File: src/rtl/lw_hmac_host_if.sv
`default_nettype none
// ============================================================================
// Module      : lw_hmac_host_if
// Description : Command, message, key, engine and digest signals of the host.
// Revision    : 1.0  initial release
// ============================================================================
interface lw_hmac_host_if #(
  parameter int WORD_SIZE = 64,
  parameter int LEN_W     = 16
);
  logic                            cmd_valid_i;
  logic                            cmd_ready_o;
  logic [3:0]                      cmd_opcode_i;
  logic [LEN_W-1:0]                cmd_len_i;
  logic                            cmd_new_key_i;
  logic [3:0]                      cmd_dig_i;
  logic                            msg_valid_i;
  logic [WORD_SIZE-1:0]            msg_data_i;
  logic                            msg_ready_o;
  logic                            kin_valid_i;
  logic [WORD_SIZE-1:0]            kin_data_i;
  logic                            kin_ready_o;
  logic                            start_o;
  logic                            abort_o;
  logic                            last_o;
  logic                            data_valid_o;
  logic [WORD_SIZE-1:0]            data_o;
  logic [3:0]                      opcode_o;
  logic [WORD_SIZE-1:0]            key_o;
  logic                            key_valid_o;
  logic                            new_key_o;
  logic                            ready_i;
  logic                            core_ready_i;
  logic                            done_i;
  logic                            key_ready_i;
  logic [7:0][WORD_SIZE-1:0]       hash_i;
  logic                            dig_valid_o;
  logic [WORD_SIZE-1:0]            dig_data_o;
  logic                            dig_last_o;
  logic                            dig_ready_i;
  logic                            abort_i;
  logic                            busy_o;
  logic                            err_o;

  modport master (
    input  cmd_valid_i, cmd_opcode_i, cmd_len_i, cmd_new_key_i, cmd_dig_i,
    input  msg_valid_i, msg_data_i, kin_valid_i, kin_data_i,
    input  ready_i, core_ready_i, done_i, key_ready_i, hash_i,
    input  dig_ready_i, abort_i,
    output cmd_ready_o, msg_ready_o, kin_ready_o,
    output start_o, abort_o, last_o, data_valid_o, data_o,
    output opcode_o, key_o, key_valid_o, new_key_o,
    output dig_valid_o, dig_data_o, dig_last_o, busy_o, err_o
  );

  modport slave (
    output cmd_valid_i, cmd_opcode_i, cmd_len_i, cmd_new_key_i, cmd_dig_i,
    output msg_valid_i, msg_data_i, kin_valid_i, kin_data_i,
    output ready_i, core_ready_i, done_i, key_ready_i, hash_i,
    output dig_ready_i, abort_i,
    input  cmd_ready_o, msg_ready_o, kin_ready_o,
    input  start_o, abort_o, last_o, data_valid_o, data_o,
    input  opcode_o, key_o, key_valid_o, new_key_o,
    input  dig_valid_o, dig_data_o, dig_last_o, busy_o, err_o
  );
endinterface
`default_nettype wire

File: src/rtl/lw_hmac_host.sv
`default_nettype none
// ============================================================================
// Module      : lw_hmac_host
// Description : Command-driven initiator for the lw_hmac engine with watchdog.
// Revision    : 1.0  initial release
// ============================================================================
module lw_hmac_host #(
  parameter int WORD_SIZE = 64,
  parameter int KEY_WORDS = 16,
  parameter int LEN_W     = 16,
  parameter int TIMEOUT   = 4096
) (
  input  logic           clk_i,
  input  logic           rst_i,
  lw_hmac_host_if.master bus
);
  localparam int WD_W = (TIMEOUT > 2) ? $clog2(TIMEOUT) : 1;
  localparam int KC_W = $clog2(KEY_WORDS + 1);
  localparam logic [WD_W-1:0] C_WD_MAX = WD_W'(TIMEOUT - 1);

  typedef enum logic [2:0] {
    S_IDLE      = 3'd0,
    S_WAIT_CORE = 3'd1,
    S_START     = 3'd2,
    S_STREAM    = 3'd3,
    S_WAIT_DONE = 3'd4,
    S_OUTPUT    = 3'd5,
    S_ABORT     = 3'd6
  } state_t;

  state_t                    state_q;
  logic [3:0]                opcode_q;
  logic                      new_key_q;
  logic [3:0]                dig_q;
  logic [LEN_W-1:0]          len_q;
  logic [WD_W-1:0]           wd_q;
  logic [KC_W-1:0]           kcnt_q;
  logic [2:0]                didx_q;
  logic [7:0][WORD_SIZE-1:0] hash_q;
  logic                      err_q;

  logic       w_busy, w_msg_phase, w_key_xfer, w_dig_last;
  logic [2:0] w_last_idx;

  assign w_busy      = (state_q != S_IDLE);
  assign w_msg_phase = (state_q == S_START) || (state_q == S_STREAM);
  assign w_last_idx  = 3'(dig_q - 4'd1);
  assign w_dig_last  = (state_q == S_OUTPUT) && (didx_q == w_last_idx);
  assign w_key_xfer  = bus.kin_valid_i && bus.kin_ready_o;

  assign bus.cmd_ready_o  = (state_q == S_IDLE);
  assign bus.busy_o       = w_busy;
  assign bus.err_o        = err_q;
  assign bus.start_o      = (state_q == S_START) && bus.msg_valid_i;
  assign bus.data_valid_o = w_msg_phase && bus.msg_valid_i;
  assign bus.data_o       = w_msg_phase ? bus.msg_data_i : '0;
  assign bus.msg_ready_o  = (state_q == S_STREAM) && bus.ready_i;
  assign bus.last_o       = (state_q == S_STREAM) && (len_q == LEN_W'(1));
  assign bus.abort_o      = (state_q == S_ABORT);
  assign bus.opcode_o     = w_busy ? opcode_q : 4'd0;
  assign bus.new_key_o    = w_busy && new_key_q;
  // Key path is a direct pass-through; only the ready is throttled once the
  // engine has received its full key.
  assign bus.key_valid_o  = w_busy && bus.kin_valid_i;
  assign bus.key_o        = w_busy ? bus.kin_data_i : '0;
  assign bus.kin_ready_o  = w_busy && bus.key_ready_i && (kcnt_q < KC_W'(KEY_WORDS));
  assign bus.dig_valid_o  = (state_q == S_OUTPUT);
  assign bus.dig_data_o   = (state_q == S_OUTPUT) ? hash_q[didx_q] : '0;
  assign bus.dig_last_o   = w_dig_last;

  always_ff @(posedge clk_i) begin
    if (rst_i) begin
      state_q   <= S_IDLE;
      opcode_q  <= 4'd0;
      new_key_q <= 1'b0;
      dig_q     <= 4'd0;
      len_q     <= '0;
      wd_q      <= '0;
      kcnt_q    <= '0;
      didx_q    <= 3'd0;
      hash_q    <= '0;
      err_q     <= 1'b0;
    end else begin
      if (w_busy && w_key_xfer) kcnt_q <= kcnt_q + 1'b1;
      // Software abort wins over every other event, including done_i.
      if (w_busy && bus.abort_i && state_q != S_ABORT) begin
        state_q <= S_ABORT;
      end else begin
        case (state_q)
          S_IDLE: if (bus.cmd_valid_i) begin
            opcode_q  <= bus.cmd_opcode_i;
            new_key_q <= bus.cmd_new_key_i;
            len_q     <= (bus.cmd_len_i == '0) ? LEN_W'(1) : bus.cmd_len_i;
            dig_q     <= (bus.cmd_dig_i == 4'd0) ? 4'd1 :
                         (bus.cmd_dig_i > 4'd8)  ? 4'd8 : bus.cmd_dig_i;
            err_q     <= 1'b0;
            kcnt_q    <= '0;
            wd_q      <= '0;
            didx_q    <= 3'd0;
            state_q   <= S_WAIT_CORE;
          end
          S_WAIT_CORE: if (bus.core_ready_i) state_q <= S_START;
          S_START:     if (bus.msg_valid_i) state_q <= S_STREAM;
          S_STREAM: if (bus.msg_valid_i && bus.ready_i) begin
            if (len_q == LEN_W'(1)) state_q <= S_WAIT_DONE;
            else                    len_q   <= len_q - 1'b1;
          end
          S_WAIT_DONE: begin
            if (bus.done_i) begin
              hash_q  <= bus.hash_i;
              didx_q  <= 3'd0;
              state_q <= S_OUTPUT;
            end else if (wd_q == C_WD_MAX) begin
              err_q   <= 1'b1;
              state_q <= S_ABORT;
            end else begin
              wd_q <= wd_q + 1'b1;
            end
          end
          S_OUTPUT: if (bus.dig_ready_i) begin
            if (w_dig_last) state_q <= S_IDLE;
            else            didx_q  <= didx_q + 3'd1;
          end
          S_ABORT: state_q <= S_IDLE;
          default: state_q <= S_IDLE;
        endcase
      end
    end
  end
endmodule
`default_nettype wire

File: src/flat_wrapper.sv
// flat-port wrapper written by rule: the top's interface ports become plain ports
module lw_hmac_host_flat 
#(
  parameter int WORD_SIZE = 64,
  parameter int KEY_WORDS = 16,
  parameter int LEN_W     = 16,
  parameter int TIMEOUT   = 4096
)
  (clk_i, rst_i, bus_cmd_valid_i, bus_cmd_opcode_i, bus_cmd_len_i, bus_cmd_new_key_i, bus_cmd_dig_i, bus_msg_valid_i, bus_msg_data_i, bus_kin_valid_i, bus_kin_data_i, bus_ready_i, bus_core_ready_i, bus_done_i, bus_key_ready_i, bus_hash_i, bus_dig_ready_i, bus_abort_i, bus_cmd_ready_o, bus_msg_ready_o, bus_kin_ready_o, bus_start_o, bus_abort_o, bus_last_o, bus_data_valid_o, bus_data_o, bus_opcode_o, bus_key_o, bus_key_valid_o, bus_new_key_o, bus_dig_valid_o, bus_dig_data_o, bus_dig_last_o, bus_busy_o, bus_err_o);
  lw_hmac_host_if #(.WORD_SIZE(WORD_SIZE), .LEN_W(LEN_W)) bus_i ();
  input  logic clk_i;
  input  logic rst_i;
  input wire logic [$bits(bus_i.cmd_valid_i)-1:0] bus_cmd_valid_i;
  input wire logic [$bits(bus_i.cmd_opcode_i)-1:0] bus_cmd_opcode_i;
  input wire logic [$bits(bus_i.cmd_len_i)-1:0] bus_cmd_len_i;
  input wire logic [$bits(bus_i.cmd_new_key_i)-1:0] bus_cmd_new_key_i;
  input wire logic [$bits(bus_i.cmd_dig_i)-1:0] bus_cmd_dig_i;
  input wire logic [$bits(bus_i.msg_valid_i)-1:0] bus_msg_valid_i;
  input wire logic [$bits(bus_i.msg_data_i)-1:0] bus_msg_data_i;
  input wire logic [$bits(bus_i.kin_valid_i)-1:0] bus_kin_valid_i;
  input wire logic [$bits(bus_i.kin_data_i)-1:0] bus_kin_data_i;
  input wire logic [$bits(bus_i.ready_i)-1:0] bus_ready_i;
  input wire logic [$bits(bus_i.core_ready_i)-1:0] bus_core_ready_i;
  input wire logic [$bits(bus_i.done_i)-1:0] bus_done_i;
  input wire logic [$bits(bus_i.key_ready_i)-1:0] bus_key_ready_i;
  input wire logic [$bits(bus_i.hash_i)-1:0] bus_hash_i;
  input wire logic [$bits(bus_i.dig_ready_i)-1:0] bus_dig_ready_i;
  input wire logic [$bits(bus_i.abort_i)-1:0] bus_abort_i;
  output wire logic [$bits(bus_i.cmd_ready_o)-1:0] bus_cmd_ready_o;
  output wire logic [$bits(bus_i.msg_ready_o)-1:0] bus_msg_ready_o;
  output wire logic [$bits(bus_i.kin_ready_o)-1:0] bus_kin_ready_o;
  output wire logic [$bits(bus_i.start_o)-1:0] bus_start_o;
  output wire logic [$bits(bus_i.abort_o)-1:0] bus_abort_o;
  output wire logic [$bits(bus_i.last_o)-1:0] bus_last_o;
  output wire logic [$bits(bus_i.data_valid_o)-1:0] bus_data_valid_o;
  output wire logic [$bits(bus_i.data_o)-1:0] bus_data_o;
  output wire logic [$bits(bus_i.opcode_o)-1:0] bus_opcode_o;
  output wire logic [$bits(bus_i.key_o)-1:0] bus_key_o;
  output wire logic [$bits(bus_i.key_valid_o)-1:0] bus_key_valid_o;
  output wire logic [$bits(bus_i.new_key_o)-1:0] bus_new_key_o;
  output wire logic [$bits(bus_i.dig_valid_o)-1:0] bus_dig_valid_o;
  output wire logic [$bits(bus_i.dig_data_o)-1:0] bus_dig_data_o;
  output wire logic [$bits(bus_i.dig_last_o)-1:0] bus_dig_last_o;
  output wire logic [$bits(bus_i.busy_o)-1:0] bus_busy_o;
  output wire logic [$bits(bus_i.err_o)-1:0] bus_err_o;
  assign bus_i.cmd_valid_i = bus_cmd_valid_i;
  assign bus_i.cmd_opcode_i = bus_cmd_opcode_i;
  assign bus_i.cmd_len_i = bus_cmd_len_i;
  assign bus_i.cmd_new_key_i = bus_cmd_new_key_i;
  assign bus_i.cmd_dig_i = bus_cmd_dig_i;
  assign bus_i.msg_valid_i = bus_msg_valid_i;
  assign bus_i.msg_data_i = bus_msg_data_i;
  assign bus_i.kin_valid_i = bus_kin_valid_i;
  assign bus_i.kin_data_i = bus_kin_data_i;
  assign bus_i.ready_i = bus_ready_i;
  assign bus_i.core_ready_i = bus_core_ready_i;
  assign bus_i.done_i = bus_done_i;
  assign bus_i.key_ready_i = bus_key_ready_i;
  assign bus_i.hash_i = bus_hash_i;
  assign bus_i.dig_ready_i = bus_dig_ready_i;
  assign bus_i.abort_i = bus_abort_i;
  assign bus_cmd_ready_o = bus_i.cmd_ready_o;
  assign bus_msg_ready_o = bus_i.msg_ready_o;
  assign bus_kin_ready_o = bus_i.kin_ready_o;
  assign bus_start_o = bus_i.start_o;
  assign bus_abort_o = bus_i.abort_o;
  assign bus_last_o = bus_i.last_o;
  assign bus_data_valid_o = bus_i.data_valid_o;
  assign bus_data_o = bus_i.data_o;
  assign bus_opcode_o = bus_i.opcode_o;
  assign bus_key_o = bus_i.key_o;
  assign bus_key_valid_o = bus_i.key_valid_o;
  assign bus_new_key_o = bus_i.new_key_o;
  assign bus_dig_valid_o = bus_i.dig_valid_o;
  assign bus_dig_data_o = bus_i.dig_data_o;
  assign bus_dig_last_o = bus_i.dig_last_o;
  assign bus_busy_o = bus_i.busy_o;
  assign bus_err_o = bus_i.err_o;
  lw_hmac_host #(.WORD_SIZE(WORD_SIZE), .KEY_WORDS(KEY_WORDS), .LEN_W(LEN_W), .TIMEOUT(TIMEOUT)) u_core (.clk_i(clk_i), .rst_i(rst_i), .bus(bus_i));
endmodule
File: config.mk
export PLATFORM = sky130hd
export DESIGN_NAME = lw_hmac_host_flat
export DESIGN_NICKNAME = d
export VERILOG_FILES = /design/src/rtl/lw_hmac_host_if.sv /design/src/rtl/lw_hmac_host.sv /design/src/flat_wrapper.sv
export SDC_FILE = /design/constraint.sdc
export NUM_CORES = 2
export LEC_CHECK = 0
export CORE_AREA = 2 2 341 343
export CTS_BUF_LIST = sky130_fd_sc_hd__clkbuf_8
export DETAILED_ROUTE_END_ITERATION = 6
export DIE_AREA = 0 0 343 345
export PLACE_DENSITY = 0.56
export SLEW_MARGIN = 20
export SYNTH_ARGS = -nofsm -noshare
export SYNTH_HDL_FRONTEND = slang
export SYNTH_SLANG_ARGS = --single-unit
File: constraint.sdc
create_clock -name clk_i -period 5.3 [get_ports clk_i]
set_input_delay 1.06 -clock clk_i [delete_from_list [all_inputs] [get_ports clk_i]]
set_output_delay 1.06 -clock clk_i [all_outputs]
set_load 0.02 [all_outputs]
**Yosys cells after proc, flatten, opt, wreduce, memory -nomap -nowiden**

Cells that the tools add are included.
W data, S select, Z words.

- Multipliers: 0
- Divide/modulo/power cells: 0
- Add/subtract/negate cells: 5
- Shift operators: 0
- Reduce and logical (&&, ||, !) cells: 31
- Mux-type cells: 41
- Bitwise logic cells: 1
- Equality and inequality tests: 32
- $lt $le $gt $ge: 3

Operators with widths:

| cell | number |
|---|---|
| $mux W64 | 4 |
| $bmux W64 S3 | 1 |
| $mux W16 | 4 |
| $mux W3 | 16 |
| $mux W12 | 3 |
| $pmux W16 S2 | 1 |
| $pmux W12 S2 | 1 |
| $ne A2 B2 Y1 const B | 11 |
| $mux W5 | 4 |
| $pmux W3 S6 | 1 |
| $eq A16 B1 Y1 const B | 1 |
| $logic_not A16 Y1 | 1 |
| $reduce_and A8 Y1 | 2 |
| $sub A16 B1 Y16 const B | 1 |
| $reduce_and A5 Y1 | 3 |
| $logic_and A1 B1 Y1 | 14 |
| $add A12 B1 Y12 const B | 1 |
| $eq A12 B12 Y1 const B | 1 |
| $ne A3 B2 Y1 const B | 4 |
| $ne A3 B3 Y1 const B | 4 |
| $eq A3 B3 Y1 const B | 3 |
| $pmux W3 S3 | 1 |
| $eq A3 B2 Y1 const B | 2 |
| $reduce_and A3 Y1 | 2 |
| 22 further kinds | 27 |

- Word-level logic and storage cells: 131
- ROM bits: 0
- Memories: 0
- Latch bits: 0
- Bits in registers: 560
- Input bits: 676
- Memory bits (writable): 0

**Depth between registers and ports, before layout**

- Word-level depth: 9
- Depth in mapped cells: 8
- Gate-level depth less buffers: 7

**Worst setup path before layout**

OpenSTA, ideal clock, no wires.

- Path kind: reg-to-output
- Start: reg u_core.didx_q[0]
- End: out bus_dig_data_o[18]
- Path slack: 2167 ps
- Data required time: 4240 ps
- Data arrival time: 2073 ps
- Cell stages (with the launch flop): 7
- Path through: dfxtp_1 > clkbuf_1 > clkbuf_1 > buf_1 > mux4_2 > mux2i_1 > nor2_1

- Longest elaborated chain between the ends: 3

Ends and longest elaborated chain:

| element | RTL line | source |
|---|---|---|
| from (decl) | lw_hmac_host.sv:38 | `logic [2:0] didx_q;` |
| from (signal assigned) | lw_hmac_host.sv:122 | `else didx_q <= didx_q + 3'd1;` |
| $bmux W64 S3 | lw_hmac_host.sv:68 | `assign bus.dig_data_o = (state_q == S_OUTPUT) ? hash_q[didx_q] : '0;` |
| $mux W64 (not written as such) | lw_hmac_host.sv:68 |  |
| $mux W64 | lw_hmac_host.sv:68 |  |
| to (decl) | flat_wrapper.sv:42 | `output wire logic [$bits(bus_i.dig_data_o)-1:0] bus_dig_data_o;` |

Every way passes these cells. The select of a mux whose other input is x is not followed.

**Final worst setup path**

- Start: reg u_core.didx_q[0]
- End: out bus_dig_data_o[43]

Same word-level chain as after synthesis.

==> results.sh <==
export IMPL_status="finished clean"
export IMPL_wl_met1_um=49340
export IMPL_clock_skew_ps=35.98
export IMPL_mostFrequentLayoutCells="1069 x nand2_1, 883 x clkdlybuf4s50_1, 557 x dfxtp_1"
export IMPL_met2_wirelength_um=54780
export IMPL_ir_worst_vdd_mv=0.1799
export IMPL_fin_tns_setup_ps=0
export IMPL_async_flop_share_pct=0
export IMPL_ant_nets=0
export IMPL_ys_seq_elements=560
export IMPL_powerDensity_nw_per_um2=342.9
export IMPL_clk_latency_ps=760
export IMPL_seq_power_share_pct=36.5
export IMPL_cts_root_buf="clkbuf_8"
export IMPL_timing_final_crit_share_pct=86.21
export IMPL_worstSetupEndpointType="output pin"
export IMPL_area_growth_syn_to_layout_pct=50.96
export IMPL_arrival_ps=3510
export IMPL_hp_class="register to register"
export IMPL_globalplace_congestion=1.000
export IMPL_cts_resized=0
export IMPL_grt_max_degree=198
export IMPL_wl_per_cell_um=21.57
export IMPL_die_h_um=345
export IMPL_fin_nets=4504
export IMPL_dr_wl_met3_um=10450
export IMPL_ys_flop_type="dfxtp_1"
export IMPL_rsz0062_at_grt="no"
export IMPL_ys_seq_area_share_pct=44.99
export IMPL_dp_hpwl_um=88130
export IMPL_row_count=125
export IMPL_drc=0
export IMPL_yosysWarnings=0
export IMPL_top_layer_used="met5"
export IMPL_port_buffer_count=884
export IMPL_rr_startpoint="u_core.state_q[2]"
export IMPL_setup_violations=0
export IMPL_cts_sinks=560
export IMPL_relSlewSlack_pct=24.32
export IMPL_period_minus_slack_ps=4569
export IMPL_grt_overflow_total=0
export IMPL_routed_wirelength_um=117600
export IMPL_fp_coreArea_sq_um=115100
export IMPL_mostFrequentLayoutCell="nand2_1"
export IMPL_ios=885
export IMPL_switching_power_uw=4206
export IMPL_hold_start="u_core.hash_q[433]"
export IMPL_worstPathMaxFanout=29
export IMPL_routed_via_density=4.486
export IMPL_grt_usage_pct=19.00
export IMPL_setup_worst_path_start="u_core.didx_q[0]"
export IMPL_postCtsHoldBufs=0
export IMPL_cp_start_kind="register"
export IMPL_die_w_um=343
export IMPL_internal_power_uw=8693
export IMPL_r2r_slack_ps=2330
export IMPL_drt_initial_drc_count=1641
export IMPL_synth_edff_count=0
export IMPL_antenna_found_initial=62
export IMPL_drive_above_1_share_pct=8.932
export IMPL_cp_required_ps=4240
export IMPL_dr_pass1_iters=5
export IMPL_clkPwrFrac_pct=34.7
export IMPL_critPathKind="register to output pin"
export IMPL_vias=24450
export IMPL_drv_slew=0
export IMPL_synthCells=3033
export IMPL_clk_path_buf_depth=3
export IMPL_fmax_mhz=218.9
export IMPL_tightest_slew_ps=1135
export IMPL_cts_buffers=105
export IMPL_clk_pin_slew_ps=60
export IMPL_p_sw_share_pct=32.61
export IMPL_p_leak_uw=0.01222
export IMPL_cts_tree="yes"
export IMPL_power_frac_comb_pct=28.8
export IMPL_synth_fp_nets=3715
export IMPL_finalPower_uw=12900
export IMPL_syn_area_per_cell_sq_um=8.215
export IMPL_ctsHtreeMaxLevel=3
export IMPL_dieArea_sq_um=118300
export IMPL_fill_cells=12180
export IMPL_post_cts_buffers=0
export IMPL_initial_utilization_pct=21.65
export IMPL_synth_area_sq_um=24920
export IMPL_yosysUniqueCellTypes=53
export IMPL_cap_violations=0
export IMPL_grt_pass1_wl_um=164900
export IMPL_grt_pass1_vias=23750
export IMPL_hold_viol_final=0
==> logic make-up after synthesis <==
logic type	count (synthesis)	share of synthesized area, %
flops	560	44.99
simple gates	1396	23.30
xor+xnor	19	0.7281
mux	197	14.35
fa+ha+maj	6	0.3013
buf+inv	260	3.982
compound gates	595	12.35
==> worst max-delay path: stages, from the launching register on <==
cell and delay, ps:
dfxtp_4 870, buf_12 300, mux4_2 520, mux2i_1 320, nor2_1 110, clkdlybuf4s50_1 570
==> flip-flops by register name (all words and copies together) (netlist names) <==
name,flops
u_core.wd_q,12
u_core.opcode_q,4
u_core.didx_q,3
u_core.len_q,16
u_core.kcnt_q,5
u_core.bus.err_o,1
u_core.dig_q,3
u_core.new_key_q,1
u_core.state_q,3
u_core.hash_q,512
==> metrics by stage <==
| step | instances | setup slack [ps] | cell area, sq um | hold WS [ps] | util, % |
|---|---|---|---|---|---|
| after CTS | 5420 | 508.0 | 37540 | 452.0 | 32.61 |
| final | 5451 | 731.0 | 37610 | 450.9 | 32.68 |
| after global routing | 5444 | 475.3 | 37600 | 461.7 | 32.66 |
| after detailed placement | 5239 | 1400 | 35330 | 443.6 | 30.69 |
| after floorplan | 3033 | 2167 | 24920 | 431.7 | - |
| after global placement | 5239 | 1381 | 35330 | 438.4 | 30.69 |
==> worst paths after layout <==
| check | end | depth (start not counted) |
|---|---|---|
| min reg2reg | u_core.hash_q[433] | 2 |
| max reg2reg | u_core.wd_q[6] | 5 |
| max | bus_dig_data_o[43] | 5 |
| min | u_core.hash_q[433] | 2 |
==> per-layer routing <==
metal  track usage, %  vias up
met5                0        -
met4            5.846       48
met3            6.214      192
met2            30.53      803
met1            24.01    11640
li1                 -    11770
==> power by group through the flow <==
stage	Sequential (uW)	Combinational, uW	Clock, uW
after floorplan	4640	2030	0
after global placement	4790	3710	0
after global routing	4740	3980	4820
after CTS	4710	3730	4640
after detailed placement	4800	3720	0
final	4710	3710	4480
==> area by class of cell <==
class	count	area, sq um	share of cell area, %
Multi-Input combinational cell	2213	12730	33.85
Sequential cell	560	11220	29.83
Timing Repair Buffer	932	9427	25.06
Tap cell	1524	1907	5.069
Clock buffer	130	1789	4.757
Clock inverter	51	422.9	1.124
Antenna cell	31	77.57	0.2062
Inverter	10	37.54	0.09979
==> cells in the mapped netlist (6+ instances only) <==
library cell,instances,area [sq um]
nand3_1,9,45.04
buf_2,7,35.03
mux2i_1,68,680.7
inv_1,10,37.54
and2_1,140,875.8
mux4_2,128,2883
nand2_1,1069,4013
a21oi_1,545,2728
nor4_1,12,75.07
o21ai_1,9,45.04
clkbuf_1,231,867.1
nor2_1,107,401.6
ha_1,6,75.07
buf_1,11,41.29
xnor2_1,16,140.1
o21ai_0,13,65.06
nor3_1,15,75.07
dfxtp_1,560,11210
nand4_1,6,37.54
(Power assumes the default switching activity.)
